### config.mk
export PLATFORM = sky130hd
export DESIGN_NAME = ram_bubble_sort
export DESIGN_NICKNAME = d
export VERILOG_FILES = /design/src/rtl/ram_bubble_sort.sv
export SDC_FILE = /design/constraint.sdc
export NUM_CORES = 1
export LEC_CHECK = 0
export CAP_MARGIN = 5
export CORE_MARGIN = 1.5
export CORE_UTILIZATION = 50
export DETAILED_ROUTE_END_ITERATION = 10
export GPL_TIMING_DRIVEN = 0
export PLACE_DENSITY = 0.71
export RECOVER_POWER = 100
export SLEW_MARGIN = 5
export SYNTH_ARGS = -nofsm -noshare
export SYNTH_HDL_FRONTEND = slang
export SYNTH_SLANG_ARGS = --single-unit
### constraint.sdc
create_clock -name clk -period 3.1 [get_ports clk]
set_clock_uncertainty 0.1 [all_clocks]
set_input_delay 0.465 -clock clk [delete_from_list [all_inputs] [get_ports clk]]
set_output_delay 0.465 -clock clk [all_outputs]
set_load 0.02 [all_outputs]
### src/rtl/ram_bubble_sort.sv
// In-place ascending bubble sort over a single-port RAM with registered address and output.
// Raises done once the RAM is sorted, so the port can be handed to the search stage.
module ram_bubble_sort #(
  parameter int DEPTH        = 32,
  parameter int WIDTH        = 8,
  parameter int READ_LATENCY = 2
) (
  input  logic                     clk,
  input  logic                     reset,
  input  logic                     start,
  input  logic [WIDTH-1:0]         ram_q,
  output logic [$clog2(DEPTH)-1:0] ram_addr,
  output logic [WIDTH-1:0]         ram_data,
  output logic                     ram_wren,
  output logic                     busy,
  output logic                     done
);

  localparam int AW     = $clog2(DEPTH);
  localparam int WAIT_W = (READ_LATENCY > 0) ? $clog2(READ_LATENCY + 1) : 1;
  localparam logic [AW-1:0]     LAST_INIT = AW'(DEPTH - 1);
  localparam logic [WAIT_W-1:0] WAIT_LAST = WAIT_W'(READ_LATENCY);

  typedef enum logic [2:0] {
    S_IDLE,
    S_LOAD_A,
    S_LOAD_B,
    S_CMP,
    S_SWAP_HI,
    S_DONE
  } state_t;

  state_t              state_q, state_d;
  logic [WIDTH-1:0]    a_q, a_d;
  logic [WIDTH-1:0]    b_q, b_d;
  logic [AW-1:0]       j_q, j_d;
  logic [AW-1:0]       last_q, last_d;
  logic                swapped_q, swapped_d;
  logic [WAIT_W-1:0]   wait_q, wait_d;
  logic                pend_q, pend_d;
  logic [AW-1:0]       addr_q, addr_d;
  logic [WIDTH-1:0]    data_q, data_d;
  logic                wren_q, wren_d;

  logic [AW-1:0]       j_inc;
  logic [AW-1:0]       j_inc2;
  logic                adv;
  logic                hi_write;

  always_ff @(posedge clk or posedge reset) begin
    if (reset) begin
      state_q   <= S_IDLE;
      a_q       <= '0;
      b_q       <= '0;
      j_q       <= '0;
      last_q    <= LAST_INIT;
      swapped_q <= 1'b0;
      wait_q    <= '0;
      pend_q    <= 1'b0;
      addr_q    <= '0;
      data_q    <= '0;
      wren_q    <= 1'b0;
    end else begin
      state_q   <= state_d;
      a_q       <= a_d;
      b_q       <= b_d;
      j_q       <= j_d;
      last_q    <= last_d;
      swapped_q <= swapped_d;
      wait_q    <= wait_d;
      pend_q    <= pend_d;
      addr_q    <= addr_d;
      data_q    <= data_d;
      wren_q    <= wren_d;
    end
  end

  always_comb begin
    state_d   = state_q;
    a_d       = a_q;
    b_d       = b_q;
    j_d       = j_q;
    last_d    = last_q;
    swapped_d = swapped_q;
    wait_d    = wait_q;
    pend_d    = pend_q;
    addr_d    = addr_q;
    data_d    = data_q;
    wren_d    = 1'b0;
    adv       = 1'b0;
    hi_write  = 1'b0;
    j_inc     = j_q + AW'(1);
    j_inc2    = j_q + AW'(2);

    case (state_q)
      S_IDLE: begin
        if (start) begin
          j_d       = '0;
          last_d    = LAST_INIT;
          swapped_d = 1'b0;
          addr_d    = '0;
          wait_d    = '0;
          pend_d    = 1'b0;
          state_d   = S_LOAD_A;
        end
      end

      // A pending high-half write occupies the address port for one cycle, so
      // the read address is only issued once that write has been presented.
      S_LOAD_A: begin
        if (pend_q) begin
          addr_d = j_q;
          pend_d = 1'b0;
          wait_d = '0;
        end else if (wait_q == WAIT_LAST) begin
          a_d     = ram_q;
          addr_d  = j_inc;
          wait_d  = '0;
          state_d = S_LOAD_B;
        end else begin
          wait_d = wait_q + WAIT_W'(1);
        end
      end

      S_LOAD_B: begin
        if (pend_q) begin
          addr_d = j_inc;
          pend_d = 1'b0;
          wait_d = '0;
        end else if (wait_q == WAIT_LAST) begin
          b_d     = ram_q;
          wait_d  = '0;
          state_d = S_CMP;
        end else begin
          wait_d = wait_q + WAIT_W'(1);
        end
      end

      S_CMP: begin
        if (a_q > b_q) begin
          swapped_d = 1'b1;
          addr_d    = j_q;
          data_d    = b_q;
          wren_d    = 1'b1;
          state_d   = S_SWAP_HI;
        end else begin
          a_d = b_q;
          adv = 1'b1;
        end
      end

      S_SWAP_HI: begin
        addr_d   = j_inc;
        data_d   = a_q;
        wren_d   = 1'b1;
        pend_d   = 1'b1;
        hi_write = 1'b1;
        adv      = 1'b1;
      end

      S_DONE: begin
        pend_d = 1'b0;
        if (!start) begin
          state_d = S_IDLE;
        end
      end

      default: begin
        state_d = S_IDLE;
      end
    endcase

    // The larger value of each pair stays in a, so the next pair only needs b.
    if (adv) begin
      if (j_inc < last_q) begin
        j_d     = j_inc;
        wait_d  = '0;
        state_d = S_LOAD_B;
        if (!hi_write) begin
          addr_d = j_inc2;
        end
      end else if (swapped_q && (last_q > AW'(1))) begin
        last_d    = last_q - AW'(1);
        j_d       = '0;
        swapped_d = 1'b0;
        wait_d    = '0;
        state_d   = S_LOAD_A;
        if (!hi_write) begin
          addr_d = '0;
        end
      end else begin
        state_d = S_DONE;
      end
    end
  end

  assign ram_addr = addr_q;
  assign ram_data = data_q;
  assign ram_wren = wren_q;
  assign busy     = (state_q != S_IDLE) && (state_q != S_DONE);
  // done waits out a final high-half write still in flight on entry to DONE.
  assign done     = (state_q == S_DONE) && !wren_q;

endmodule

---- Word-level counts from Yosys, hierarchy flattened ----
Index checks and enable logic that the tools add are counted.
storage, ports and cells
  bits in registers ....................... 47
  input bits .............................. 11
cells by class
  $add $sub $neg .......................... 4
  order comparisons ....................... 3
  eq/ne operators ......................... 20
  mux-type cells .......................... 58
  bitwise logic cells ..................... 1
  reduce and logical (&&, ||, !) cells .... 16
operators by type and width
  operator               number
  $mux W5                20
  $mux W8                4
  $pmux W8 S2            2
  $mux W3                10
  $pmux W5 S5            1
  $ne A3 B3 Y1 const B   8
  $pmux W3 S6            1
  $mux W2                6
  $ne A2 B2 Y1 const B   6
  $mux W1                9
  $gt A8 B8 Y1           1
  $reduce_and A8 Y1      1
  $eq A3 B2 Y1 const B   2
  $eq A3 B3 Y1 const B   2
  $pmux W1 S2            3
  $reduce_bool A3 Y1     2
  $add A5 B1 Y5 const B  1
  $add A5 B2 Y5 const B  1
  $gt A5 B1 Y1 const B   1
  $lt A5 B5 Y1           1
  $sub A5 B1 Y5 const B  1
  $pmux W2 S2            1
  $reduce_and A2 Y1      2
  $reduce_and A4 Y1      1
  12 further kinds       15

---- Logic depth before layout (Yosys ltp) ----
  depth after elaboration ................. 8
  mapped depth ............................ 11

---- Worst setup path after synthesis ----
Ideal clock, no wire load.
  path type ............................... reg2reg
  start point ............................. register j_q[1]
  end point ............................... register j_q[1]
  library setup time ...................... 122 ps
  arrival ................................. 2,344 ps
  data required time ...................... 2,878 ps
  slack ................................... 534 ps
  cell stages (with the launch flop) ...... 11
  buffers on the path ..................... 1
  cell sequence ........................... dfrtp_1 -> ha_1 -> nand3_1 -> xnor2_1 -> ha_1 -> a21o_1 -> a31o_2 -> buf_2 -> nand2_1 -> o21ai_1 -> a32o_1
between the ends
  word-level cells in the longest chain between the ends .. 5
  elaborated cells between the ends (all ways) .. 7
  classes of those cells .................. add/sub: 1; order compare: 1; mux: 5
ends and longest elaborated chain
  element                                                RTL line  RTL
  start, declared                                        36        logic [AW-1:0] j_q, j_d;
  start signal, assigned                                 67        j_q <= j_d;
  branches (longest 4 deep; another with $add A5 B1 Y5)  --
  $mux W5 *                                              174       if (adv) begin
  named net j_d[1]                                       36
Mark *: on every way through the listed nets, which the timed path passes.
A chain may end at the register's enable or synchronous reset.

---- Worst setup path after layout ----
  start point ............................. register j_q[0]
  end point ............................... register j_q[3]
between the ends
  word-level cells in the longest chain between the ends .. 4
ends and longest elaborated chain
  element           RTL line  RTL
  $add A5 B1 Y5 *   92        j_inc = j_q + AW'(1);
  $lt A5 B5 Y1      175       if (j_inc < last_q) begin
  $mux W5 *         175
  $mux W5 *         174
  named net j_d[3]  36
The timed path passes the listed nets; every way through them passes the cells marked *.

==> impl_metrics.env <==
export IMPL_power_frac_comb_pct=56.5
export IMPL_dr_pass1_iters=4
export IMPL_p_per_area_mw_per_mm2=940.7
export IMPL_viasPerCell=6.218
export IMPL_ys_seq_area_share_pct=38.21
export IMPL_crit_reg2reg_capture="j_q[3]"
export IMPL_cp_slowest_stage_delay_ps=480
export IMPL_synthesis_area_per_instance_um2=9.491
export IMPL_row_count=28
export IMPL_arrival_ps=3010
export IMPL_synthesis_nets=353
export IMPL_core_mm2=0.005956
export IMPL_yosysWarnings=0
export IMPL_maxCapViolCount=0
export IMPL_wirelength_um=7762
export IMPL_synth_async_reset_ratio_pct=100.0
export IMPL_first_global_vias=2588
export IMPL_grt_pass1_wl_um=12700
export IMPL_cts_max_level=2
export IMPL_reg2reg_depth=10
export IMPL_ctsResizeCount=1
export IMPL_rr_startpoint="j_q[0]"
export IMPL_power_share_switching_pct=45.08
export IMPL_die_y_um=81.67
export IMPL_num_vias=2705
export IMPL_area_delta_synth_final_pct=14.96
export IMPL_hold_buffers=0
export IMPL_power_switching_uw=1508
export IMPL_period_needed_ps=2919
export IMPL_drive_above_1_share_pct=15.56
export IMPL_setup_viol=0
export IMPL_tritoncts="built"
export IMPL_cts_sinks=47
export IMPL_drt_wirelength_per_cell_um=17.84
export IMPL_outcome="finished, final reports clean"
export IMPL_final_cell_mix="dfrtp_1, nand2_1, nor2_1, inv_1"
export IMPL_clkTransAtPathRegs_ps=90
export IMPL_grt_max_degree=32
export IMPL_dieWidth_um=81.67
export IMPL_start_util_pct=51.95
export IMPL_drcViolationCount=0
export IMPL_dp_cells=428
export IMPL_clk_latency_ps=300
export IMPL_slowest_stage="dfrtp_2"
export IMPL_antenna_cells=0
export IMPL_layout_commonest_cell="dfrtp_1"
export IMPL_hold_viol_final=0
export IMPL_max_vdd_ir_drop_v=0.0005006
export IMPL_crit_chain="ha_1 > nand3_1 > xnor2_2 > ha_1 > a21o_1 > a31o_2 > buf_2 > nand2_1 > o21ai_1 > a32o_1"
export IMPL_overflow=0
export IMPL_max_freq_ghz=0.3426
export IMPL_startpoint_type="flop"
export IMPL_synth_ff_type="dfrtp_1"
export IMPL_crit_path_start="j_q[0]"
export IMPL_final_nets=387
export IMPL_worstMarginPinSlew_ps=1428
export IMPL_track_usage_pct=24.96
export IMPL_routabilityCongestion=0.8903
export IMPL_ys_types=71
export IMPL_antenna_left=0
export IMPL_synth_area_mm2=0.003094
export IMPL_num_io_pins=27
export IMPL_min_path_type="reg -> reg"
export IMPL_synth_cells=326
export IMPL_total_power_uw=3346
export IMPL_design_die_area_mm2=0.006669
export IMPL_required_ps=3200
export IMPL_crit_end="j_q[3]"
export IMPL_antenna_found_initial=0
export IMPL_seq_power_share_pct=32.1
export IMPL_p_leak_uw=0.001595
export IMPL_critPathKind="reg -> reg"
export IMPL_crit_path_end_kind="flop"
export IMPL_cp_common_cell="ha_1"
export IMPL_dp_hpwl_um=5695
export IMPL_p_clk_share_pct=11.4
export IMPL_synth_edf_count=0
export IMPL_ff2ff_setup_slack_ps=180
export IMPL_cts_buffers=5
export IMPL_clock_path_buffers=2
export IMPL_period_share_pct=94.16
export IMPL_clockRootBuffer="clkbuf_8"
export IMPL_post_cts_setup_buffer_count=0
export IMPL_instances_no_fill=435
export IMPL_slew_headroom_pct=4.806
export IMPL_port_buffers=26
export IMPL_drt_iter0_drc=154
export IMPL_final_max_slew_viol_count=0
export IMPL_fillCellCount=531
export IMPL_crit_fanout=9
export IMPL_ys_ff_latch=47
export IMPL_internal_power_uw=1838
==> metal layers <==
metal / part of all wire, % / GRT usage [%]
met1: 47 / 35.87
met2: 47 / 38.84
met3: 5.0 / 4.111
met4: 0.95 / 6.949
met5: 0 / 0
==> cell type report <==
class                   instances  area (um2)  share of cell area (%)
plain buffers                  18       103.9                   2.919
multi-input cells             242        1743                   49.00
clock inverters                 1       5.005                  0.1407
flip-flops and latches         47        1185                   33.31
well taps                      75       93.84                   2.638
inverters                      19       71.32                   2.005
clock buffers                   6       82.58                   2.321
repair buffers                 27       272.8                   7.668
==> worst max-delay path: cells and delay by family, from the launching register on <==
| family | cells | cell delay (ps) |
|---|---|---|
| AO/OA/AOI/OAI | 4 | 930 |
| adder cells (fa/ha/maj) | 2 | 580 |
| flip-flops | 1 | 480 |
| AND/OR/NAND/NOR | 2 | 310 |
| XOR/XNOR | 1 | 230 |
| buffers and inverters | 1 | 190 |
==> sequential cells by signal, indices dropped and copies added (netlist names) <==
register / count
a_q: 8
b_q: 8
j_q: 5
last_q: 5
pend_q: 1
ram_addr: 5
ram_data: 8
ram_wren: 1
state_q: 3
swapped_q: 1
wait_q: 2
==> logic make-up (layout without fill, tap and decap cells) <==
logic type                 Yosys count  count (layout)  share of synthesized area (%)
adders and majority gates           16              16                          6.470
buffers and inverters               37              71                          5.661
DFF                                 47              47                          38.21
AOI/OAI and AO/OA                  105             105                          26.04
muxes                               18              18                          6.147
xor gates and xnor gates             4               4                          1.132
and+or+nand+nor                     99              99                          16.34
==> power by group through the flow <==
stage	Sequential (uW)	Clock (uW)	Combinational, uW
floorplan	1110	0	1320
detailed placement	1080	0	1910
finish	1070	382	1890
CTS	1070	392	1920
global placement	1060	0	1870
global route	1100	415	2100
==> synthesized netlist by cell type (6+ instances only) <==
cell type | instances | area (um2)
o21ai_0 | 16 | 80.08
o221a_2 | 8 | 90.09
mux2i_1 | 10 | 100.1
nor3_1 | 6 | 30.03
inv_1 | 18 | 67.56
a21oi_1 | 17 | 85.08
nor2_1 | 19 | 71.32
ha_1 | 16 | 200.2
dfrtp_1 | 42 | 1051
mux2_2 | 8 | 90.09
nand2_1 | 37 | 138.9
clkbuf_1 | 8 | 30.03
==> worst min path at each step <==
stage,start,endpoint,slack [ps],depth (start not counted)
final,a_q[0],ram_data[0],400,2
after floorplan,a_q[0],ram_data[0],350,2
after CTS,reset,swapped_q,360,2
after detailed placement,a_q[0],ram_data[0],380,2
after global routing,b_q[2],b_q[2],450,1
after global placement,a_q[0],ram_data[0],360,2
==> through the flow <==
stage | TNS [ps] | setup slack (ps) | hold WS (ps) | area, um2 | util (%)
after floorplan | 0 | 534.1 | 349.8 | 3094 | -
after global placement | 0 | 60.31 | 364.8 | 3448 | 57.90
after detailed placement | 0 | 2.274 | 379.6 | 3468 | 58.24
after CTS | 0 | 21.98 | 364.7 | 3557 | 59.73
after global routing | -1.139 | -1.139 | 447.3 | 3557 | 59.73
final | 0 | 181.0 | 399.8 | 3557 | 59.73
Power figures use the tool's default switching activity.
